`src/rtl/proc_ctrl_pkg.sv`:
```
// Shared opcode, state and instruction-field definitions for the multi-cycle controller.
// Pure definitions: no latency, no flow control.
package proc_ctrl_pkg;

  localparam int INSTR_W = 16;
  localparam int OP_MSB  = 15;
  localparam int OP_LSB  = 13;
  localparam int IMM_MSB = 3;
  localparam int IMM_LSB = 0;

  typedef logic [OP_MSB-OP_LSB:0] opcode_t;

  localparam opcode_t OP_ADD  = 3'b000;
  localparam opcode_t OP_ADDI = 3'b001;
  localparam opcode_t OP_SUBI = 3'b010;
  localparam opcode_t OP_BEQ  = 3'b011;
  localparam opcode_t OP_HALT = 3'b111;

  typedef enum logic [2:0] {
    ST_IDLE      = 3'd0,
    ST_FETCH     = 3'd1,
    ST_DECODE    = 3'd2,
    ST_EXECUTE   = 3'd3,
    ST_WRITEBACK = 3'd4,
    ST_HALT      = 3'd5,
    ST_ERROR     = 3'd6
  } state_t;

  function automatic logic is_alu(input opcode_t op);
    return (op == OP_ADD) || (op == OP_ADDI) || (op == OP_SUBI);
  endfunction

  function automatic logic is_imm(input opcode_t op);
    return (op == OP_ADDI) || (op == OP_SUBI);
  endfunction

endpackage

```
`src/rtl/multicycle_controller_if.sv`:
```
// Instruction-memory fetch bus: request from the controller, ack plus word from memory.
// Memory may hold off ack for any number of cycles; the controller keeps req high meanwhile.
interface multicycle_controller_if;
  import proc_ctrl_pkg::*;

  logic               imem_req;
  logic               imem_ack;
  logic [INSTR_W-1:0] instr;

  modport master (output imem_req, input imem_ack, input instr);
  modport slave  (input imem_req, output imem_ack, output instr);

endinterface

```
`src/rtl/fetch_watchdog.sv`:
```
// Counts FETCH cycles without ack and flags the last permitted one; FETCH_TIMEOUT=0 disables.
// expired is combinational from the count, so the FSM leaves on the edge ending cycle N.
module fetch_watchdog #(
  parameter int FETCH_TIMEOUT = 16
) (
  input  logic clk,
  input  logic reset,
  input  logic run,
  input  logic ack,
  output logic expired
);

  localparam int W = (FETCH_TIMEOUT < 2) ? 1 : $clog2(FETCH_TIMEOUT);
  localparam logic [W-1:0] LAST = W'((FETCH_TIMEOUT == 0) ? 0 : FETCH_TIMEOUT - 1);

  logic [W-1:0] cnt;

  // Held at zero outside FETCH, so every FETCH entry starts from a clean count.
  always_ff @(posedge clk or negedge reset) begin
    if (!reset) begin
      cnt <= '0;
    end else if (!run) begin
      cnt <= '0;
    end else if (!ack) begin
      cnt <= cnt + W'(1);
    end
  end

  assign expired = (FETCH_TIMEOUT != 0) && run && !ack && (cnt == LAST);

endmodule

```
`src/rtl/multicycle_controller.sv`:
```
// Multi-cycle FETCH/DECODE/EXECUTE/WRITEBACK sequencer with retired counter and fetch timeout.
// CPI 4 for ALU ops, 3 otherwise, +1 per fetch wait cycle; fetch stalls until imem_ack.
module multicycle_controller
  import proc_ctrl_pkg::*;
#(
  parameter int FETCH_TIMEOUT = 16,
  parameter int CNT_W         = 16
) (
  input  logic                   clk,
  input  logic                   reset,
  multicycle_controller_if.master imem,
  input  logic                   start,
  output logic                   ir_load,
  output opcode_t                opcode,
  output logic                   alu_b_imm,
  output logic                   rf_we,
  input  logic                   eq_in,
  output logic                   pc_inc,
  output logic                   pc_branch,
  output logic                   busy,
  output logic                   halted,
  output logic                   error,
  output logic [CNT_W-1:0]       retired
);

  state_t             state;
  logic [INSTR_W-1:0] ir;
  logic               req_q;
  logic               in_fetch;
  logic               wd_expired;
  opcode_t            ir_op;
  logic               ir_unused;

  assign in_fetch      = (state == ST_FETCH);
  assign ir_op         = ir[OP_MSB:OP_LSB];
  assign ir_unused     = ^ir[OP_LSB-1:0];
  assign imem.imem_req = req_q;
  assign ir_load       = in_fetch && imem.imem_ack;

  fetch_watchdog #(
    .FETCH_TIMEOUT(FETCH_TIMEOUT)
  ) u_watchdog (
    .clk    (clk),
    .reset  (reset),
    .run    (in_fetch),
    .ack    (imem.imem_ack),
    .expired(wd_expired)
  );

  always_ff @(posedge clk or negedge reset) begin
    if (!reset) begin
      state     <= ST_IDLE;
      ir        <= '0;
      opcode    <= '0;
      req_q     <= 1'b0;
      alu_b_imm <= 1'b0;
      rf_we     <= 1'b0;
      pc_inc    <= 1'b0;
      pc_branch <= 1'b0;
      busy      <= 1'b0;
      halted    <= 1'b0;
      error     <= 1'b0;
    end else begin
      rf_we     <= 1'b0;
      pc_inc    <= 1'b0;
      pc_branch <= 1'b0;
      unique case (state)
        ST_IDLE, ST_HALT: begin
          if (start) begin
            state  <= ST_FETCH;
            req_q  <= 1'b1;
            busy   <= 1'b1;
            halted <= 1'b0;
          end
        end
        ST_FETCH: begin
          if (imem.imem_ack) begin
            ir    <= imem.instr;
            req_q <= 1'b0;
            state <= ST_DECODE;
          end else if (wd_expired) begin
            state <= ST_ERROR;
            req_q <= 1'b0;
            busy  <= 1'b0;
            error <= 1'b1;
          end
        end
        ST_DECODE: begin
          // EXECUTE strobes are prepared here so they are clean flops during EXECUTE;
          // eq_in is taken once the operands have been read out in DECODE.
          opcode    <= ir_op;
          alu_b_imm <= is_imm(ir_op);
          state     <= ST_EXECUTE;
          if (ir_op == OP_BEQ) begin
            pc_branch <= eq_in;
            pc_inc    <= !eq_in;
          end else if (!is_alu(ir_op)) begin
            pc_inc <= 1'b1;
          end
        end
        ST_EXECUTE: begin
          if (is_alu(opcode)) begin
            state  <= ST_WRITEBACK;
            rf_we  <= 1'b1;
            pc_inc <= 1'b1;
          end else if (opcode == OP_HALT) begin
            state     <= ST_HALT;
            busy      <= 1'b0;
            halted    <= 1'b1;
            alu_b_imm <= 1'b0;
          end else begin
            state     <= ST_FETCH;
            req_q     <= 1'b1;
            alu_b_imm <= 1'b0;
          end
        end
        ST_WRITEBACK: begin
          state     <= ST_FETCH;
          req_q     <= 1'b1;
          alu_b_imm <= 1'b0;
        end
        ST_ERROR: begin
        end
        default: begin
          state <= ST_IDLE;
          req_q <= 1'b0;
          busy  <= 1'b0;
        end
      endcase
    end
  end

  always_ff @(posedge clk or negedge reset) begin
    if (!reset) begin
      retired <= '0;
    end else if (pc_inc || pc_branch) begin
      retired <= retired + CNT_W'(1);
    end
  end

endmodule

```
`src/flat_wrapper.sv`:
```
// flat-port wrapper written by rule: the top's interface ports become plain ports
module multicycle_controller_flat import proc_ctrl_pkg::*;
#(
  parameter int FETCH_TIMEOUT = 16,
  parameter int CNT_W         = 16
)
  (clk, reset, start, ir_load, opcode, alu_b_imm, rf_we, eq_in, pc_inc, pc_branch, busy, halted, error, retired, imem_imem_req, imem_imem_ack, imem_instr);
  multicycle_controller_if imem_i ();
  input  logic clk;
  input  logic reset;
  input  logic start;
  output logic ir_load;
  output opcode_t opcode;
  output logic alu_b_imm;
  output logic rf_we;
  input  logic eq_in;
  output logic pc_inc;
  output logic pc_branch;
  output logic busy;
  output logic halted;
  output logic error;
  output logic [CNT_W-1:0] retired;
  output wire logic [$bits(imem_i.imem_req)-1:0] imem_imem_req;
  input wire logic [$bits(imem_i.imem_ack)-1:0] imem_imem_ack;
  input wire logic [$bits(imem_i.instr)-1:0] imem_instr;
  assign imem_imem_req = imem_i.imem_req;
  assign imem_i.imem_ack = imem_imem_ack;
  assign imem_i.instr = imem_instr;
  multicycle_controller #(.FETCH_TIMEOUT(FETCH_TIMEOUT), .CNT_W(CNT_W)) u_core (.clk(clk), .reset(reset), .imem(imem_i), .start(start), .ir_load(ir_load), .opcode(opcode), .alu_b_imm(alu_b_imm), .rf_we(rf_we), .eq_in(eq_in), .pc_inc(pc_inc), .pc_branch(pc_branch), .busy(busy), .halted(halted), .error(error), .retired(retired));
endmodule
```
`config.mk`:
```
export PLATFORM = sky130hd
export DESIGN_NAME = multicycle_controller_flat
export DESIGN_NICKNAME = d
export VERILOG_FILES = /design/src/rtl/proc_ctrl_pkg.sv /design/src/rtl/multicycle_controller_if.sv /design/src/rtl/fetch_watchdog.sv /design/src/rtl/multicycle_controller.sv /design/src/flat_wrapper.sv
export SDC_FILE = /design/constraint.sdc
export NUM_CORES = 1
export LEC_CHECK = 0
export BUFFER_PORTS_ARGS = -buffer_cell sky130_fd_sc_hd__buf_2
export CAP_MARGIN = 40
export CORE_UTILIZATION = 45
export CTS_CLUSTER_SIZE = 20
export DETAILED_ROUTE_END_ITERATION = 6
export GPL_ROUTABILITY_DRIVEN = 0
export HOLD_SLACK_MARGIN = 0.08
export PLACE_DENSITY = 0.71
export SKIP_LAST_GASP = 1
export SLEW_MARGIN = 20
export SYNTH_ARGS = -nofsm -noshare
export SYNTH_HDL_FRONTEND = slang
export SYNTH_SLANG_ARGS = --single-unit
```
`constraint.sdc`:
```
create_clock -name clk -period 3.2 [get_ports clk]
set_clock_uncertainty 0.2 [all_clocks]
set_input_delay 0.16 -clock clk [delete_from_list [all_inputs] [get_ports clk]]
set_output_delay 0.16 -clock clk [all_outputs]
set_load 0.005 [all_outputs]
```
==> flow_summary.json <==
{
  "status": "complete, no violations",
  "vdd_drop_max_mv": 0.363,
  "synth_top_family_by_area": "simple AND/OR/NAND/NOR gates",
  "holdCritStartpoint": "u_core.retired[15]$_DFFE_PN0P_",
  "clk_pin_slew_ps": 70,
  "final_net_count": 233,
  "syn_avg_cell_area_um2": 10.5,
  "critPathLaunch": "u_core.state[0]$_DFFE_PN0P_",
  "final_layout_size_suffix_gt1_share_pct": 27.0,
  "synthTopCellsByCount": "dfrtp_1 (37), nand2_1 (16), nor2_1 (15)",
  "ant_nets": 0,
  "synthesis.nets": 187,
  "rsz0062_at_grt": "no",
  "placed_cell_area_mm2": 0.00194,
  "r2r-start": "u_core.state[0]$_DFFE_PN0P_",
  "yosys.area_share.simple_pct": 19.2,
  "hp-class": "flop to flop",
  "drv_cap": 0,
  "dp_cells": 242,
  "slew_headroom_pct": 64.2,
  "slew_viol_final": 0,
  "hold_viol": 0,
  "min_path_cells": 1,
  "ys_warn_count": 0,
  "whs_endpoint": "u_core.retired[15]$_DFFE_PN0P_",
  "yosysTopAreaCell": "dfrtp_1",
  "die_area_mm2": 0.00409,
  "setup_violations": 0,
  "endpoint_kind": "output pin",
  "drtPass1Iterations": 6,
  "yosysMostFrequentCell": "dfrtp_1",
  "clk_latency_ps": 290,
  "tightest_slew_ps": 532,
  "fin_area_mm2": 0.00215,
  "vias_per_cell": 5.19,
  "cts_buffer_depth": 2,
  "startpoint_type": "flop",
  "via_count": 1344,
  "synth_cell_types": 34,
  "crit_type": "flop to output pin",
  "grt_pass1_vias": 1308,
  "r2r_cells": 3,
  "ys_ff_latch": 37,
  "synth_fa_ha_area_share_pct": 1.45,
  "syn_to_final_growth_pct": 24.1,
  "rows": 22,
  "synth_edf_count": 0,
  "antenna_found_initial": 0,
  "ys_seq_area_share_pct": 53.5,
  "ios": 49,
  "cts_root_buf": "clkbuf_8",
  "num_antenna_cells": 0,
  "hpwl_um": 2430,
  "die_y_um": 64.0,
  "met1_length_um": 1490,
  "start_util_pct": 47.2,
  "track_usage_pct": 18.8,
  "port_buffers": 35,
  "grt_pass1_wl_um": 5800,
  "wirelength_um": 3360,
  "r2r_end": "u_core.ir[15]$_DFFE_PN0P_",
  "finalNonFillerCells": 259,
  "p_leak_nw": 1.01,
  "crit_fanout": 16,
  "synth_xor_area_share_pct": 10.1,
  "dr_wl_met3_um": 160,
  "grt_start_max_net_pins": 38,
  "tns_ps": 0,
  "post-route-period-util_pct": 66.2,
  "avgRoutedWirePerCell_um": 13.0,
  "overflow": 0,
  "synth_area_mm2": 0.00173,
  "async_flop_share_pct": 100,
  "cts_made_buffers": 5,
  "required_ps": 2840,
  "max_freq_mhz": 472,
  "fin_total_pwr_w": 0.00166,
  "core_area_mm2": 0.00366,
  "arrival_ps": 1760,
  "nFillCells": 342,
  "top_layer": "met4",
  "synth_cells": 164,
  "drt_iter0_drc": 67,
  "synthFlopType": "dfrtp_1",
  "synth.top_cell.area_share_pct": 53.5,
  "r2r_setup_slack_ps": 1200,
  "dr_wl_met2_um": 1670,
  "cts.sinks": 37,
  "fin_crit_ps": 2120,
  "synth.area.mux_share_pct": 4.49,
  "cts_tree": "yes",
  "power_density_mw_per_mm2": 773,
  "die_w_um": 64.0,
  "htree_num_levels": 2,
  "route.detailed.drc": 0,
  "synth_area_leaders": "dfrtp_1 (54%), xnor2_1 (7.1%), mux2_2 (3.9%)",
  "synth_compound_area_share_pct": 8.97
}
## routing by layer
metal	vias to the layer above	global-route usage, %
met2	43	31.8
li1	655	-
met1	642	22.7
met3	4	4.29
met5	-	0
met4	0	8.24
## cells by family after synthesis
logic type,Yosys count
and+or+nand+nor,63
DFF,37
AOI/OAI and AO/OA,25
xor gates and xnor gates,20
buffers and inverters,10
muxes,7
adders and majority gates,2
## per-stage QoR
step,setup slack (ps),util [%],hold WS [ps]
final,1080,58.6,272
after global routing,980,58.6,288
after CTS,1070,57.8,276
after detailed placement,1210,53.1,102
after global placement,1250,53.1,84.3
after floorplan,1480,-,-336
## worst max-delay path, cell delays in order, from the launching register on
cell and delay (ps):
dfrtp_1 620, or3b_1 540, nor2_4 170, buf_2 130
## sequential cells by signal, indices dropped and copies added (netlist names)
signal / count
u_core.alu_b_imm: 1
u_core.busy: 1
u_core.error: 1
u_core.halted: 1
u_core.imem.imem_req: 1
u_core.ir: 3
u_core.opcode: 3
u_core.pc_branch: 1
u_core.pc_inc: 1
u_core.retired: 16
u_core.rf_we: 1
u_core.state: 3
u_core.u_watchdog.cnt: 4
## final cells by class
class                   instances  area, um2  share of cell area, %
well taps                      48       60.1                   2.80
clock inverters                 1       5.00                  0.233
inverters                       5       18.8                  0.875
repair buffers                 44        275                   12.8
flip-flops and latches         37        926                   43.1
multi-input cells             117        764                   35.6
clock buffers                   7       96.3                   4.49
## cell usage in the layout, fill, tap and decap left out
cell	synthesis	routed
a211oi_1	1	1
a21oi_1	5	5
a311o_1	1	1
a31oi_1	1	1
buf_12	0	1
buf_2	1	35
clkbuf_8	0	7
clkinv_2	0	1
dfrtp_1	37	37
dlygate4sd3_1	0	8
ha_1	2	2
inv_1	5	5
mux2_2	6	6
mux2i_1	1	1
nand2_1	16	16
nand2b_1	5	5
nand3_1	3	3
nand4_1	7	7
nand4_2	1	1
nand4b_1	1	1
nor2_1	15	15
nor2_2	2	2
nor2_4	1	1
nor2b_1	4	4
nor3_1	2	2
nor4_1	2	2
o2111ai_1	1	1
o21ai_0	9	9
o21bai_1	2	2
o22ai_1	1	1
o31ai_1	3	3
o41ai_1	1	1
or2_2	2	2
or3b_1	1	1
or4_4	1	1
xnor2_1	14	14
xor2_1	6	6
## worst max path at each step
stage,end,depth (start not counted),slack [ps]
2_1_floorplan,u_core.retired[14]$_DFFE_PN0P_,5,1480
3_3_place_gp,u_core.ir[14]$_DFFE_PN0P_,3,1250
3_5_place_dp,u_core.ir[15]$_DFFE_PN0P_,3,1210
4_1_cts,ir_load,3,1070
5_1_grt,ir_load,3,980
6_report,ir_load,3,1080
## repair_timing
item,in CTS,in global routing
buffers inserted,0,0
resized for setup,0,0
hold endpoints to repair,47,7
hold buffers,7,1
## power by group
group	switching [W]	internal (W)	leakage (nW)
Combinational	0.000259	0.000262	0.473
Sequential	0.000184	0.000597	0.482
Clock	0.000161	0.000195	0.0542
Total	0.000605	0.00105	1.01
No activity file was read; power rests on OpenSTA's default activity.
